<file path="config.mk">
export PLATFORM = sky130hd
export DESIGN_NAME = counter_slot_arbiter
export DESIGN_NICKNAME = d
export VERILOG_FILES = /design/src/rtl/counter_slot_arbiter.sv
export SDC_FILE = /design/constraint.sdc
export NUM_CORES = 1
export LEC_CHECK = 0
export BUFFER_PORTS_ARGS = -buffer_cell sky130_fd_sc_hd__buf_2
export CAP_MARGIN = 20
export CELL_PAD_IN_SITES_DETAIL_PLACEMENT = 1
export CELL_PAD_IN_SITES_GLOBAL_PLACEMENT = 1
export CORE_AREA = 5 5 64 66
export DETAILED_ROUTE_END_ITERATION = 6
export DIE_AREA = 0 0 69 71
export GPL_ROUTABILITY_DRIVEN = 1
export PLACE_DENSITY_LB_ADDON = 0.05
export SYNTH_ARGS = -nofsm -noshare
export SYNTH_HDL_FRONTEND = slang
export SYNTH_SLANG_ARGS = --single-unit
</file>
<file path="constraint.sdc">
create_clock -name clk -period 1.4 [get_ports clk]
set_input_delay 0.14 -clock clk [delete_from_list [all_inputs] [get_ports clk]]
set_output_delay 0.14 -clock clk [all_outputs]
set_load 0.01 [all_outputs]
</file>
<file path="src/rtl/counter_slot_arbiter.sv">
// Round-robin arbiter that lends one shared clearable up-counter to a
// single requester at a time for a slot of len ticks, then pulses done.
//
// state   | meaning
// --------+-------------------------------------------------------------
// S_IDLE  | no slot active; pick next requester round-robin from ptr
// S_CLEAR | grant issued; clear the shared counter for one cycle
// S_RUN   | counter enabled until it reaches the latched length
// S_DONE  | one-cycle done pulse to the granted requester
module counter_slot_arbiter #(
    parameter int NUM_REQ = 4,
    parameter int CNT_W   = 4,
    parameter int ID_W    = 2
) (
    input  logic                     clk,
    input  logic                     reset,
    input  logic [NUM_REQ-1:0]       req,
    input  logic [NUM_REQ*CNT_W-1:0] req_len,
    input  logic [CNT_W-1:0]         cnt_value,
    output logic                     cnt_en,
    output logic                     cnt_clr,
    output logic [NUM_REQ-1:0]       gnt,
    output logic [ID_W-1:0]          gnt_id,
    output logic [NUM_REQ-1:0]       done,
    output logic                     busy
);

    typedef enum logic [1:0] {
        S_IDLE  = 2'd0,
        S_CLEAR = 2'd1,
        S_RUN   = 2'd2,
        S_DONE  = 2'd3
    } state_t;

    state_t               state_q;
    logic [NUM_REQ-1:0]   gnt_q;
    logic [NUM_REQ-1:0]   done_q;
    logic [ID_W-1:0]      id_q;
    logic [ID_W-1:0]      ptr_q;
    logic [CNT_W-1:0]     len_q;

    logic                 win_vld_d;
    logic [ID_W-1:0]      win_id_d;
    logic [ID_W-1:0]      ptr_nxt_d;

    // First pending request at or above ptr, wrapping modulo NUM_REQ.
    always_comb begin
        logic [ID_W:0] idx;
        idx       = '0;
        win_vld_d = 1'b0;
        win_id_d  = '0;
        for (int k = 0; k < NUM_REQ; k++) begin
            idx = {1'b0, ptr_q} + (ID_W+1)'(k);
            if (idx >= (ID_W+1)'(NUM_REQ)) begin
                idx = idx - (ID_W+1)'(NUM_REQ);
            end
            if (!win_vld_d && req[idx[ID_W-1:0]]) begin
                win_vld_d = 1'b1;
                win_id_d  = idx[ID_W-1:0];
            end
        end
    end

    // Pointer moves past the current owner whether the slot completed or was abandoned.
    always_comb begin
        ptr_nxt_d = (id_q == ID_W'(NUM_REQ - 1)) ? '0 : id_q + ID_W'(1);
    end

    // Slot sequencing FSM with registered grant, id and done.
    always_ff @(posedge clk) begin
        if (!reset) begin
            state_q <= S_IDLE;
            gnt_q   <= '0;
            done_q  <= '0;
            id_q    <= '0;
            ptr_q   <= '0;
            len_q   <= '0;
        end else begin
            done_q <= '0;
            case (state_q)
                S_IDLE: begin
                    if (win_vld_d) begin
                        state_q <= S_CLEAR;
                        gnt_q   <= NUM_REQ'(1) << win_id_d;
                        id_q    <= win_id_d;
                        len_q   <= req_len[win_id_d*CNT_W +: CNT_W];
                    end
                end
                S_CLEAR: begin
                    if (!req[id_q]) begin
                        state_q <= S_IDLE;
                        gnt_q   <= '0;
                        ptr_q   <= ptr_nxt_d;
                    end else begin
                        state_q <= S_RUN;
                    end
                end
                S_RUN: begin
                    // A dropped request wins even on the terminal-count cycle.
                    if (!req[id_q]) begin
                        state_q <= S_IDLE;
                        gnt_q   <= '0;
                        ptr_q   <= ptr_nxt_d;
                    end else if (cnt_value == len_q) begin
                        state_q <= S_DONE;
                        done_q  <= gnt_q;
                    end
                end
                default: begin
                    state_q <= S_IDLE;
                    gnt_q   <= '0;
                    ptr_q   <= ptr_nxt_d;
                end
            endcase
        end
    end

    assign cnt_clr = (state_q == S_CLEAR);
    assign cnt_en  = (state_q == S_RUN) && (cnt_value != len_q);
    assign busy    = (state_q != S_IDLE);
    assign gnt     = gnt_q;
    assign gnt_id  = id_q;
    assign done    = done_q;

endmodule

</file>
==> metrics.txt, run 1 <==
# TYPE chip_impl_metric gauge
chip_impl_metric{name="io_buffer_count",unit=""} 38
chip_impl_metric{name="post_synth_mux_area_share",unit="%"} 13.04
chip_impl_metric{name="finish.net_count",unit=""} 207
chip_impl_metric{name="drt-initial-drc-count",unit=""} 38
chip_impl_metric{name="post-place-cells",unit=""} 213
chip_impl_info{name="timing.critical_path.from_type",value="flip-flop"} 1
chip_impl_metric{name="critical_path_required",unit="ns"} 1.26
chip_impl_metric{name="fp.dieH",unit="um"} 71
chip_impl_metric{name="synth-compound-area-share",unit="%"} 18.57
chip_impl_metric{name="timing.max_cap.violations",unit=""} 0
chip_impl_metric{name="synth_enable_flop_cells",unit=""} 0
chip_impl_metric{name="dp_worst_setup_slack",unit="ns"} -0.2467
chip_impl_info{name="synth_area_leader_cell",value="sky130_fd_sc_hd__dfxtp_1"} 1
chip_impl_metric{name="ios",unit=""} 39
chip_impl_metric{name="report.power.total",unit="mW"} 1.848
chip_impl_metric{name="yosysWarnings",unit=""} 0
chip_impl_metric{name="die_area",unit="mm^2"} 0.004899
chip_impl_metric{name="grt_start_max_net_pins",unit=""} 17
chip_impl_info{name="clockRootBuffer",value="sky130_fd_sc_hd__clkbuf_4"} 1
chip_impl_metric{name="first_global_vias",unit=""} 1159
chip_impl_metric{name="final_critical_path_setup_slack",unit="ns"} -0.2482
chip_impl_info{name="rsz0062_at_grt",value="true"} 1
chip_impl_metric{name="finish.cell_count_without_fillers",unit=""} 223
chip_impl_metric{name="fp-row-count",unit=""} 22
chip_impl_metric{name="drc",unit=""} 0
chip_impl_info{name="timing_worst_setup_path_type",value="flip-flop to output port"} 1
chip_impl_metric{name="chipWidth",unit="um"} 69
chip_impl_metric{name="drtPass1Iterations",unit=""} 2
chip_impl_metric{name="async_reset_ff_share",unit="%"} 0
chip_impl_metric{name="total_standard_cell_area_after_synthesis",unit="mm^2"} 0.001017
chip_impl_info{name="startpoint",value="len_q[2]"} 1
chip_impl_metric{name="via_count",unit=""} 1080
chip_impl_metric{name="synthXorXnorAreaFrac",unit="%"} 3.444
chip_impl_metric{name="yosys.area_share.adder",unit="%"} 6.150
chip_impl_metric{name="initial_core_util",unit="%"} 28.87
chip_impl_metric{name="cts_max_path_buffers",unit=""} 2
chip_impl_metric{name="min_delay_path_depth",unit=""} 3
chip_impl_metric{name="postSynthCellCount",unit=""} 108
chip_impl_metric{name="utilization",unit="%"} 45.92
chip_impl_metric{name="fin_skew",unit="ns"} 0.006850
chip_impl_metric{name="ys_seq_area_share",unit="%"} 35.42
chip_impl_metric{name="core-area",unit="mm^2"} 0.003523
chip_impl_metric{name="synth_simple_gate_area_share",unit="%"} 19.56
chip_impl_metric{name="cts.clk_slew.worst_paths",unit="ns"} 0.12
chip_impl_info{name="min_from",value="req_len[6]"} 1
chip_impl_metric{name="ir_worst_vdd",unit="mV"} 0.4487
chip_impl_metric{name="final.period_utilization",unit="%"} 117.7
chip_impl_metric{name="postSynthNetCount",unit=""} 139
chip_impl_metric{name="yosys.cell_types.count",unit=""} 32
chip_impl_info{name="synthFlopType",value="sky130_fd_sc_hd__dfxtp_1"} 1
chip_impl_info{name="synth_top_cells_by_count",value="sky130_fd_sc_hd__dfxtp_1 (18), sky130_fd_sc_hd__mux2i_1 (11), sky130_fd_sc_hd__nor2b_1 (9)"} 1
chip_impl_metric{name="slew-limit-headroom",unit="%"} 80.95
chip_impl_metric{name="worst_pin_slew",unit="ns"} 0.2834
chip_impl_metric{name="setup_viol_count_final",unit=""} 17
chip_impl_metric{name="routed_wl",unit="mm"} 3.285
chip_impl_metric{name="dp.final_hpwl",unit="mm"} 2.484
chip_impl_info{name="synthMostInstantiatedCell",value="sky130_fd_sc_hd__dfxtp_1"} 1
chip_impl_metric{name="clk-insertion-delay-late",unit="ns"} 0.31
chip_impl_metric{name="post_drt_wl_per_cell",unit="um"} 14.73
chip_impl_metric{name="number_of_buffers_created_by_cts",unit=""} 3
chip_impl_metric{name="power.leakage",unit="nW"} 0.7783
chip_impl_info{name="cts_tree",value="done"} 1
chip_impl_info{name="synth_top_family_by_area",value="simple AND/OR/NAND/NOR gates"} 1
chip_impl_metric{name="hold_viol",unit=""} 0
chip_impl_metric{name="worstPathMaxFanout",unit=""} 2
chip_impl_metric{name="r2r.worst_path.cells",unit=""} 7
chip_impl_metric{name="netlist.area_leader.share",unit="%"} 35.42
chip_impl_metric{name="yosys_register_bits",unit=""} 18
chip_impl_metric{name="grt_overflow_total",unit=""} 0
chip_impl_metric{name="drive_gt1_share",unit="%"} 57.14
chip_impl_metric{name="grtUsageTotal",unit="%"} 13.99
chip_impl_metric{name="n_antenna_cell",unit=""} 0
chip_impl_info{name="worstReg2RegStart",value="len_q[2]"} 1
chip_impl_metric{name="synthToLayoutAreaGrowth",unit="%"} 59.04
chip_impl_metric{name="reg2reg_setup_slack",unit="ns"} -0.22
chip_impl_metric{name="worst_ep_arrival_time",unit="ns"} 1.51
chip_impl_info{name="setup.worst_path.end_class",value="output port"} 1
chip_impl_metric{name="antenna_viol_nets_final",unit=""} 0
chip_impl_info{name="worstReg2RegEnd",value="state_q[1]"} 1
chip_impl_metric{name="htree_num_levels",unit=""} 1
chip_impl_info{name="status",value="finished, violations left"} 1
chip_impl_info{name="post_synth_main_area_contributors",value="sky130_fd_sc_hd__dfxtp_1 (35%), sky130_fd_sc_hd__mux2i_1 (11%), sky130_fd_sc_hd__ha_1 (6.2%)"} 1
chip_impl_info{name="timing.hold.worst.class",value="primary input to flip-flop"} 1
chip_impl_metric{name="finalCriticalPeriod",unit="ns"} 1.648
chip_impl_info{name="violations",value="setup timing"} 1
chip_impl_metric{name="slew_viol_final",unit=""} 0
chip_impl_metric{name="syn-mean-instance-area",unit="um^2"} 9.419
chip_impl_metric{name="antenna_violations_before_repair",unit=""} 0
chip_impl_metric{name="power_per_cell_area",unit="mW/mm^2"} 1142
chip_impl_metric{name="fmax",unit="GHz"} 0.6067
chip_impl_metric{name="place.gp.congestion",unit=""} 0.9358
chip_impl_metric{name="avgViaCountPerCell",unit=""} 4.843
chip_impl_metric{name="clkSinkCount",unit=""} 18
chip_impl_metric{name="grt_pass1_wl",unit="mm"} 5.568
chip_impl_info{name="min_to",value="len_q[2]"} 1
-- sequential cells by signal, summed over array words and instances, names as in the netlist --
signal,count
done,4
gnt,4
gnt_id,2
len_q,4
ptr_q,2
state_q,2
-- worst max-delay path: stages (launching register included) --
cell	delay [ns]
sky130_fd_sc_hd__dfxtp_2	0.35
sky130_fd_sc_hd__xor2_2	0.14
sky130_fd_sc_hd__o41a_1	0.44
sky130_fd_sc_hd__buf_4	0.15
sky130_fd_sc_hd__buf_6	0.11
-- worst max path at each step --
stage | endpoint | slack [ns] | depth (start not counted)
finish | cnt_en | -0.25 | 4
global route | state_q[1] | -0.33 | 7
CTS | cnt_en | -0.25 | 4
detailed placement | len_q[1] | -0.25 | 5
global placement | len_q[1] | -0.17 | 5
floorplan | ptr_q[1] | -0.08 | 4
-- layer usage --
layer | track usage, % | share of wire, % | vias to the layer above
met2 | 24.47 | 49 | 27
met4 | 3.905 | 0.94 | 0
met5 | 0 | 0 | -
met3 | 3.267 | 4.6 | 4
met1 | 17.15 | 45 | 523
li1 | - | - | 526
-- metrics by stage --
stage	area (um^2)	TNS, ns	hold slack, ns
2_1_floorplan	1030	-0.6301	0.2876
3_3_place_gp	1425	-1.519	0.4720
3_5_place_dp	1425	-2.041	0.4807
4_1_cts	1559	-1.866	0.1680
5_1_grt	1618	-3.408	0.1917
6_report	1618	-2.427	0.1630
-- kinds of logic (layout without fill, tap and decap cells) --
group,after synthesis,in the layout
simple gates,36,36
buf+inv,8,75
xor+xnor,4,4
flops,18,18
compound gates,25,25
mux,12,12
fa+ha+maj,5,5
-- cells in the final DEF (no fill, tap or decap), drive strengths merged, types with 2 or more instances in the layout --
master and n:
nand2 7, clkbuf 4, o21ai 6, a21oi 5
mux2i 11, a221oi 4, nor4 2, ha 5
nor2 8, a32oi 4, inv 5, xor2 4
buf 66, dfxtp 18, and2 4, a21boi 3
nor2b 10
-- power breakdown --
group / leakage (nW) / internal (mW) / switching, mW
logic: 0.608 / 0.440 / 0.422
registers: 0.150 / 0.587 / 0.0521
clock network: 0.0210 / 0.159 / 0.188
total: 0.778 / 1.19 / 0.662
-- repair_timing --
item,CTS,global route
setup buffers,8,1
pin swaps,12,5
setup endpoints to repair,17,19
hold buffers,0,0
resized for setup,19,14
-- area by class of cell --
class                      count  area, um^2
sequential                    18       371.6
fill                         426        1906
timing repair buffer          66       421.7
inverter                       5       18.77
tap                           48       60.06
clock buffer                   4       36.28
multi-input combinational     82       709.4
No activity file was read; power rests on OpenSTA's default activity.
==> inputs of run 2 (changes only) <==
- ABC_AREA: not set -> 1
- CORE_AREA: 5 5 64 66 -> 5 5 73 75
- DIE_AREA: 0 0 69 71 -> 0 0 78 80
==> run 2 against run 1 <==
- the run still ends with setup timing left
- sequential power grew 33%
- core utilization grew 1.8 points
- final cell count grew 52%
- register-to-register slack lost 0.11 ns
- synthesized area grew 37%
- sequential share of layout area shrank 6.0 points
- global-route usage shrank 0.13 points
- final area grew 36%
==> metrics.txt, run 2 <==
# TYPE chip_impl_metric gauge
chip_impl_metric{name="postSynthNetCount",unit=""} 245
chip_impl_info{name="cell_chain_of_the_critical_path",value="inv_6 -> nand2_2 -> nand3_4 -> nand2_8 -> inv_4 -> a21oi_4 -> nand2_8 -> buf_12 -> nand3_1 -> nand2_1 -> nand2_1 -> nand3_2 -> nand2_1 -> inv_1"} 1
chip_impl_metric{name="dp.final_hpwl",unit="mm"} 3.428
chip_impl_metric{name="async_reset_ff_share",unit="%"} 0
chip_impl_metric{name="fmax",unit="GHz"} 0.5787
chip_impl_metric{name="via_count",unit=""} 1590
chip_impl_metric{name="yosysWarnings",unit=""} 0
chip_impl_metric{name="finalCriticalPeriod",unit="ns"} 1.728
chip_impl_metric{name="final_critical_path_setup_slack",unit="ns"} -0.3281
chip_impl_metric{name="grt.met3_usage",unit="%"} 1.129
chip_impl_info{name="timing_worst_setup_path_type",value="flip-flop to flip-flop"} 1
chip_impl_metric{name="total_standard_cell_area_after_synthesis",unit="mm^2"} 0.001395
chip_impl_metric{name="grt.met1_usage",unit="%"} 18.75
chip_impl_metric{name="worst_ep_arrival_time",unit="ns"} 1.88
chip_impl_info{name="worstReg2RegStart",value="ptr_q[0]"} 1
chip_impl_metric{name="final.period_utilization",unit="%"} 123.4
chip_impl_metric{name="synthToLayoutAreaGrowth",unit="%"} 57.31
chip_impl_metric{name="syn-mean-instance-area",unit="um^2"} 6.519
chip_impl_info{name="top_usage_layer",value="met2"} 1
chip_impl_metric{name="first_global_vias",unit=""} 1598
chip_impl_metric{name="finish.cell_count_without_fillers",unit=""} 340
chip_impl_metric{name="grt_pass1_wl",unit="mm"} 7.210
chip_impl_metric{name="place.gp.congestion",unit=""} 0.7523
chip_impl_metric{name="avgViaCountPerCell",unit=""} 4.676
chip_impl_metric{name="yosys.cell_types.count",unit=""} 25
chip_impl_info{name="critical-path-top-delay-family",value="simple AND/OR/NAND/NOR gates"} 1
chip_impl_metric{name="ios",unit=""} 39
chip_impl_info{name="cts_tree",value="done"} 1
chip_impl_metric{name="power_per_cell_area",unit="mW/mm^2"} 2373
chip_impl_metric{name="grtUsageTotal",unit="%"} 13.86
chip_impl_metric{name="clkSinkCount",unit=""} 18
chip_impl_metric{name="cts_max_path_buffers",unit=""} 2
chip_impl_metric{name="worstPathMaxFanout",unit=""} 10
chip_impl_info{name="violations",value="setup timing"} 1
chip_impl_metric{name="fp-row-count",unit=""} 25
chip_impl_info{name="layout.cells.most_common_list",value="sky130_fd_sc_hd__nand2_1 (49), sky130_fd_sc_hd__buf_2 (38), sky130_fd_sc_hd__buf_4 (27), sky130_fd_sc_hd__nand2_2 (20)"} 1
chip_impl_info{name="status",value="finished, violations left"} 1
chip_impl_metric{name="finish.net_count",unit=""} 318
chip_impl_info{name="synthFlopType",value="sky130_fd_sc_hd__dfxtp_1"} 1
chip_impl_info{name="timing.hold.worst.class",value="primary input to flip-flop"} 1
chip_impl_metric{name="post_drt_wl_per_cell",unit="um"} 12.49
chip_impl_metric{name="cts.clk_slew.worst_paths",unit="ns"} 0.07
chip_impl_metric{name="antenna_viol_nets_final",unit=""} 0
chip_impl_info{name="min_from",value="req_len[1]"} 1
chip_impl_metric{name="slowest_delay",unit="ns"} 0.39
chip_impl_metric{name="drt-initial-drc-count",unit=""} 31
chip_impl_metric{name="synth_enable_flop_cells",unit=""} 0
chip_impl_metric{name="io_buffer_count",unit=""} 38
chip_impl_metric{name="timing.max_cap.violations",unit=""} 0
chip_impl_metric{name="critical_path_required",unit="ns"} 1.55
chip_impl_metric{name="post-place-cells",unit=""} 330
chip_impl_metric{name="drtPass1Iterations",unit=""} 4
chip_impl_metric{name="slew_viol_final",unit=""} 0
chip_impl_metric{name="grt_util_met2",unit="%"} 23.12
chip_impl_metric{name="number_of_buffers_created_by_cts",unit=""} 3
chip_impl_metric{name="cp_bufs_invs",unit=""} 4
chip_impl_info{name="setup.worst_path.end_class",value="flip-flop"} 1
chip_impl_metric{name="power.leakage",unit="nW"} 1.123
chip_impl_metric{name="yosys_register_bits",unit=""} 18
chip_impl_metric{name="core-area",unit="mm^2"} 0.004598
chip_impl_metric{name="netlist.area_leader.share",unit="%"} 25.83
chip_impl_info{name="clockRootBuffer",value="sky130_fd_sc_hd__clkbuf_8"} 1
chip_impl_info{name="startpoint",value="ptr_q[0]"} 1
chip_impl_metric{name="n_antenna_cell",unit=""} 0
chip_impl_metric{name="die_area",unit="mm^2"} 0.006240
chip_impl_metric{name="slew-limit-headroom",unit="%"} 84.14
chip_impl_metric{name="fin_skew",unit="ns"} 0.002352
chip_impl_info{name="synth_top_cells_by_count",value="sky130_fd_sc_hd__nand2_1 (68), sky130_fd_sc_hd__nand3_1 (23), sky130_fd_sc_hd__nor2_1 (20)"} 1
chip_impl_metric{name="worst_pin_slew",unit="ns"} 0.2369
chip_impl_metric{name="reg2reg_setup_slack",unit="ns"} -0.33
chip_impl_metric{name="fp.dieH",unit="um"} 80
chip_impl_metric{name="initial_core_util",unit="%"} 30.34
chip_impl_metric{name="grt_start_max_net_pins",unit=""} 11
chip_impl_metric{name="postSynthCellCount",unit=""} 214
chip_impl_info{name="leading_cell_type_in_the_layout_fill_and_taps_excluded",value="sky130_fd_sc_hd__nand2_1"} 1
chip_impl_metric{name="ir_worst_vdd",unit="mV"} 0.9990
chip_impl_metric{name="htree_num_levels",unit=""} 1
chip_impl_metric{name="hold_slack",unit="ns"} 0.1960
chip_impl_metric{name="drive_gt1_share",unit="%"} 50.35
chip_impl_metric{name="routed_wl",unit="mm"} 4.246
chip_impl_metric{name="setup_viol_count_final",unit=""} 12
chip_impl_metric{name="antenna_violations_before_repair",unit=""} 0
chip_impl_info{name="rsz0062_at_grt",value="true"} 1
chip_impl_metric{name="chipWidth",unit="um"} 78
chip_impl_info{name="synth_area_leader_cell",value="sky130_fd_sc_hd__dfxtp_1"} 1
chip_impl_metric{name="ys_seq_area_share",unit="%"} 25.83
chip_impl_info{name="timing.critical_path.from_type",value="flip-flop"} 1
chip_impl_metric{name="hold_viol",unit=""} 0
chip_impl_info{name="post_synth_main_area_contributors",value="sky130_fd_sc_hd__dfxtp_1 (26%), sky130_fd_sc_hd__nand2_1 (18%), sky130_fd_sc_hd__nand3_1 (8.3%)"} 1
chip_impl_metric{name="drc",unit=""} 0
chip_impl_info{name="synthMostInstantiatedCell",value="sky130_fd_sc_hd__nand2_1"} 1
chip_impl_metric{name="clk-insertion-delay-late",unit="ns"} 0.25
chip_impl_info{name="cpMostUsedCell",value="sky130_fd_sc_hd__nand2_1"} 1
chip_impl_metric{name="grt_overflow_total",unit=""} 0
chip_impl_info{name="critPathSlowestCell",value="sky130_fd_sc_hd__dfxtp_4"} 1
==> run 2: cell types whose count changed in the layout (fill, tap and decap cells not counted), moves of 8 or more <==
cell	change
sky130_fd_sc_hd__nand2_1	+45
sky130_fd_sc_hd__nand2_2	+17
sky130_fd_sc_hd__nand3_1	+14
sky130_fd_sc_hd__inv_1	+12
sky130_fd_sc_hd__mux2i_1	-11
sky130_fd_sc_hd__a21oi_1	+9
sky130_fd_sc_hd__nor2_1	+9
sky130_fd_sc_hd__nor2b_1	-9
sky130_fd_sc_hd__nand2_4	+8
==> run 2: where the power goes <==
group	total, mW	switching [mW]	leakage, nW	internal [mW]
Clock	0.422	0.173	0.0288	0.250
Sequential	0.848	0.161	0.150	0.687
Combinational	3.94	2.23	0.944	1.70
Total	5.21	2.57	1.12	2.64
==> run 2: routing by layer <==
metal,routed length [um],part of all wire (%),up-vias
met5,0,0,-
met4,34,0.80,0
met3,122,2.9,4
met2,2061,49,23
met1,2029,48,723
li1,-,-,840
==> run 2: area by class of cell <==
type	instances	area, um^2
repair buffers	70	466.7
inverters	23	96.34
fillers	614	2404
multi-input cells	171	1136
flip-flops and latches	18	372.9
well taps	54	67.56
clock buffers	4	55.05
==> run 2: cells by family after synthesis <==
logic type,share of synthesized area (%)
XOR/XNOR,2.511
adder cells (fa/ha/maj),4.484
AND/OR/NAND/NOR,46.19
AO/OA/AOI/OAI,12.38
buffers and inverters,8.609
flip-flops,25.83
==> run 2: path summary, 6_finish.rpt <==
path / end / cells past startpoint
max: len_q[2] / 14
min reg2reg: done[3] / 2
max reg2reg: len_q[2] / 14
min: len_q[1] / 5
==> run 2: what timing repair did <==
action / 4_1_cts / 5_1_grt
endpoints found under the setup margin: 13 / 20
pin swaps: 21 / 11
endpoints found under the hold margin: 0 / 0
setup buffers: 4 / 1
hold buffers: 0 / 0
gates resized for setup: 35 / 25
cloned: 1 / 0
==> run 2: worst reg2reg max path, cell delays in order, from the launching register on <==
cell and delay (ns):
sky130_fd_sc_hd__dfxtp_4 0.39, sky130_fd_sc_hd__inv_6 0.06, sky130_fd_sc_hd__nand2_2 0.10, sky130_fd_sc_hd__nand3_4 0.11
sky130_fd_sc_hd__nand2_8 0.12, sky130_fd_sc_hd__inv_4 0.05, sky130_fd_sc_hd__a21oi_4 0.20, sky130_fd_sc_hd__nand2_8 0.11
sky130_fd_sc_hd__buf_12 0.14, sky130_fd_sc_hd__nand3_1 0.06, sky130_fd_sc_hd__nand2_1 0.05, sky130_fd_sc_hd__nand2_1 0.07
sky130_fd_sc_hd__nand3_2 0.07, sky130_fd_sc_hd__nand2_1 0.06, sky130_fd_sc_hd__inv_1 0.04
==> run 2: metrics by stage <==
step	setup TNS (ns)	utilization [%]	cell area, um^2	worst slack, ns	total power, mW
floorplan	-1.732	-	1423	-0.2145	2.936
global placement	-4.009	40.49	1862	-0.4354	4.003
detailed placement	-4.219	40.49	1862	-0.4341	4.031
CTS	-3.174	45.82	2107	-0.3236	4.997
global route	-4.896	47.73	2195	-0.4501	5.693
finish	-3.244	47.73	2195	-0.3281	5.208
==> inputs of run 3 (changes only) <==
- clock period: 1.4 -> 1.5 ns (I/O delays scaled with it)
==> run 3 against run 2 <==
- the run still ends with setup timing left
- register-to-register slack improved by 0.04 ns
- count of clock-buffer cells in the layout did not move
- largest power group unchanged
- routed wire length rose by 4.0%
- first-iteration DRC count rose by 13%
- sequential power fell by 6.5%
- critical path type unchanged
- via count rose by 0.19%
==> metrics.txt, run 3 (synthesis results as in run 2) <==
# TYPE chip_impl_metric gauge
chip_impl_metric{name="number_of_hold_buffers_added_after_cts",unit=""} 0
chip_impl_metric{name="slew-limit-headroom",unit="%"} 83.69
chip_impl_metric{name="fin_skew",unit="ns"} 0.0009946
chip_impl_metric{name="final_critical_path_setup_slack",unit="ns"} -0.2834
chip_impl_metric{name="finish.net_count",unit=""} 314
chip_impl_metric{name="dp.final_hpwl",unit="mm"} 3.450
chip_impl_metric{name="via_count",unit=""} 1593
chip_impl_metric{name="hold_viol",unit=""} 0
chip_impl_info{name="cts_tree",value="done"} 1
chip_impl_metric{name="fp.dieH",unit="um"} 80
chip_impl_metric{name="critical_path_required",unit="ns"} 1.65
chip_impl_info{name="critPathSlowestCell",value="sky130_fd_sc_hd__dfxtp_4"} 1
chip_impl_metric{name="clkSinkCount",unit=""} 18
chip_impl_metric{name="drive_gt1_share",unit="%"} 50.00
chip_impl_info{name="cell_chain_of_the_critical_path",value="buf_6 -> nand2_2 -> nand2_2 -> nand2_4 -> nand2_8 -> nor2_8 -> nand3_4 -> nand2_8 -> nand2_8 -> nand2_2 -> nand2_1 -> nand2_1 -> nand3_2 -> nand2_2 -> inv_2"} 1
chip_impl_metric{name="antenna_violations_before_repair",unit=""} 0
chip_impl_metric{name="setup_viol_count_final",unit=""} 12
chip_impl_info{name="timing_worst_setup_path_type",value="flip-flop to flip-flop"} 1
chip_impl_metric{name="power_per_cell_area",unit="mW/mm^2"} 2229
chip_impl_metric{name="seqCellArea",unit="um^2"} 370.4
chip_impl_metric{name="worst_pin_slew",unit="ns"} 0.2438
chip_impl_metric{name="multi_input_comb_area",unit="mm^2"} 0.001164
chip_impl_metric{name="initial_core_util",unit="%"} 30.34
chip_impl_metric{name="first_global_vias",unit=""} 1588
chip_impl_info{name="leading_cell_type_in_the_layout_fill_and_taps_excluded",value="sky130_fd_sc_hd__nand2_1"} 1
chip_impl_metric{name="number_of_buffers_created_by_cts",unit=""} 3
chip_impl_metric{name="cts.clk_slew.worst_paths",unit="ns"} 0.07
chip_impl_info{name="cpMostUsedCell",value="sky130_fd_sc_hd__nand2_2"} 1
chip_impl_metric{name="timing.setup.tns",unit="ns"} -2.588
chip_impl_metric{name="timing.max_cap.violations",unit=""} 0
chip_impl_metric{name="chipWidth",unit="um"} 78
chip_impl_info{name="timing.critical_path.from_type",value="flip-flop"} 1
chip_impl_metric{name="place.gp.congestion",unit=""} 0.7434
chip_impl_metric{name="antenna_viol_nets_final",unit=""} 0
chip_impl_info{name="status",value="finished, violations left"} 1
chip_impl_metric{name="grt_start_max_net_pins",unit=""} 11
chip_impl_metric{name="io_buffer_count",unit=""} 38
chip_impl_metric{name="slowest_delay",unit="ns"} 0.38
chip_impl_info{name="rsz0062_at_grt",value="true"} 1
chip_impl_metric{name="cp_bufs_invs",unit=""} 2
chip_impl_metric{name="ir_worst_vdd",unit="mV"} 1.071
chip_impl_metric{name="htree_num_levels",unit=""} 1
chip_impl_metric{name="post_drt_wl_per_cell",unit="um"} 13.14
chip_impl_metric{name="postLayoutCellArea",unit="mm^2"} 0.002187
chip_impl_metric{name="drtPass1Iterations",unit=""} 4
chip_impl_metric{name="power.leakage",unit="nW"} 1.114
chip_impl_metric{name="clk-insertion-delay-late",unit="ns"} 0.25
chip_impl_metric{name="final.period_utilization",unit="%"} 118.9
chip_impl_metric{name="core-area",unit="mm^2"} 0.004598
chip_impl_info{name="layout.cells.most_common_list",value="sky130_fd_sc_hd__nand2_1 (44), sky130_fd_sc_hd__buf_2 (38), sky130_fd_sc_hd__nand2_2 (24), sky130_fd_sc_hd__buf_4 (23)"} 1
chip_impl_info{name="clockRootBuffer",value="sky130_fd_sc_hd__clkbuf_8"} 1
chip_impl_metric{name="grt_pass1_wl",unit="mm"} 7.196
chip_impl_metric{name="ios",unit=""} 39
chip_impl_metric{name="worstPathMaxFanout",unit=""} 8
chip_impl_metric{name="synthToLayoutAreaGrowth",unit="%"} 56.77
chip_impl_metric{name="n_antenna_cell",unit=""} 0
chip_impl_metric{name="grt_overflow_total",unit=""} 0
chip_impl_metric{name="cts_max_path_buffers",unit=""} 2
chip_impl_metric{name="grtUsageTotal",unit="%"} 14.00
chip_impl_metric{name="drt-initial-drc-count",unit=""} 35
chip_impl_metric{name="avgViaCountPerCell",unit=""} 4.741
chip_impl_metric{name="die_area",unit="mm^2"} 0.006240
chip_impl_info{name="critical-path-top-delay-family",value="simple AND/OR/NAND/NOR gates"} 1
chip_impl_metric{name="n_fill_cell",unit=""} 601
chip_impl_metric{name="dpl_cell_area",unit="mm^2"} 0.001832
chip_impl_metric{name="worst_ep_arrival_time",unit="ns"} 1.94
chip_impl_info{name="setup.worst_path.end_class",value="flip-flop"} 1
chip_impl_info{name="timing.hold.worst.class",value="primary input to flip-flop"} 1
chip_impl_metric{name="fp-row-count",unit=""} 25
chip_impl_metric{name="finalCriticalPeriod",unit="ns"} 1.783
chip_impl_metric{name="drc",unit=""} 0
chip_impl_metric{name="routed_wl",unit="mm"} 4.415
chip_impl_metric{name="slew_viol_final",unit=""} 0
chip_impl_info{name="violations",value="setup timing"} 1
chip_impl_metric{name="fmax",unit="GHz"} 0.5607
[run 3: cell count changes in the layout (fill, tap and decap cells not counted), moves of 2 or more]
| cell | previous run | this run |
|---|---|---|
| sky130_fd_sc_hd__nand2_1 | 49 | 44 |
| sky130_fd_sc_hd__buf_4 | 27 | 23 |
| sky130_fd_sc_hd__nand2_2 | 20 | 24 |
| sky130_fd_sc_hd__dfxtp_1 | 12 | 14 |
| sky130_fd_sc_hd__dfxtp_2 | 4 | 2 |
| sky130_fd_sc_hd__nor2_2 | 4 | 2 |
[run 3: worst paths after layout]
path / to / startpoint / depth (start not counted) / slack (ns)
min: gnt_id[0] / reset / 3 / 0.21
max: len_q[0] / ptr_q[0] / 15 / -0.28
max reg2reg: len_q[0] / ptr_q[0] / 15 / -0.28
min reg2reg: done[0] / gnt[0] / 2 / 0.44
[run 3: area by class of cell]
| type | instances | area share (%) |
|---|---|---|
| Multi-Input combinational cell | 171 | 53.20 |
| Timing Repair Buffer | 66 | 19.97 |
| Sequential cell | 18 | 16.93 |
| Inverter | 23 | 4.291 |
| Tap cell | 54 | 3.089 |
| Clock buffer | 4 | 2.517 |
[run 3: metal layers]
metal  GRT usage [%]  vias to the layer above  wire [um]
li1                -                      826          -
met1           18.61                      746       2055
met2           24.21                       19       2190
met3           1.242                        2        135
met4           3.547                        0         34
met5               0                        -          0
[run 3: report_power, final]
group | internal (mW) | leakage, nW | switching [mW]
Clock | 0.233 | 0.0288 | 0.160
Combinational | 1.54 | 0.935 | 2.15
Sequential | 0.636 | 0.150 | 0.157
[run 3: worst reg2reg max path: stages (launching register included)]
cell and delay, ns:
sky130_fd_sc_hd__dfxtp_4 0.38, sky130_fd_sc_hd__buf_6 0.15, sky130_fd_sc_hd__nand2_2 0.06, sky130_fd_sc_hd__nand2_2 0.07
sky130_fd_sc_hd__nand2_4 0.10, sky130_fd_sc_hd__nand2_8 0.07, sky130_fd_sc_hd__nor2_8 0.16, sky130_fd_sc_hd__nand3_4 0.11
sky130_fd_sc_hd__nand2_8 0.15, sky130_fd_sc_hd__nand2_8 0.08, sky130_fd_sc_hd__nand2_2 0.06, sky130_fd_sc_hd__nand2_1 0.05
sky130_fd_sc_hd__nand2_1 0.07, sky130_fd_sc_hd__nand3_2 0.09, sky130_fd_sc_hd__nand2_2 0.07, sky130_fd_sc_hd__inv_2 0.03
[run 3: per-stage QoR]
step                      hold slack [ns]  setup WS, ns  util [%]  power (mW)  instances
final                              0.2147       -0.2834     47.56       4.875        336
after global routing               0.2419       -0.3673     47.56       5.329        336
after CTS                          0.2035       -0.1974     43.81       4.395        334
after detailed placement           0.4399       -0.3433     39.84       3.693        326
after global placement             0.4318       -0.3363     39.84       3.665        326
after floorplan                    0.2784       -0.1145         -       2.740        214
[run 3: repair_timing]
action                     4_1_cts  5_1_grt
setup endpoints to repair       12       15
gates resized for setup         27       37
setup buffers                    3        2
cloned                           1        0
pin swaps                       17       30
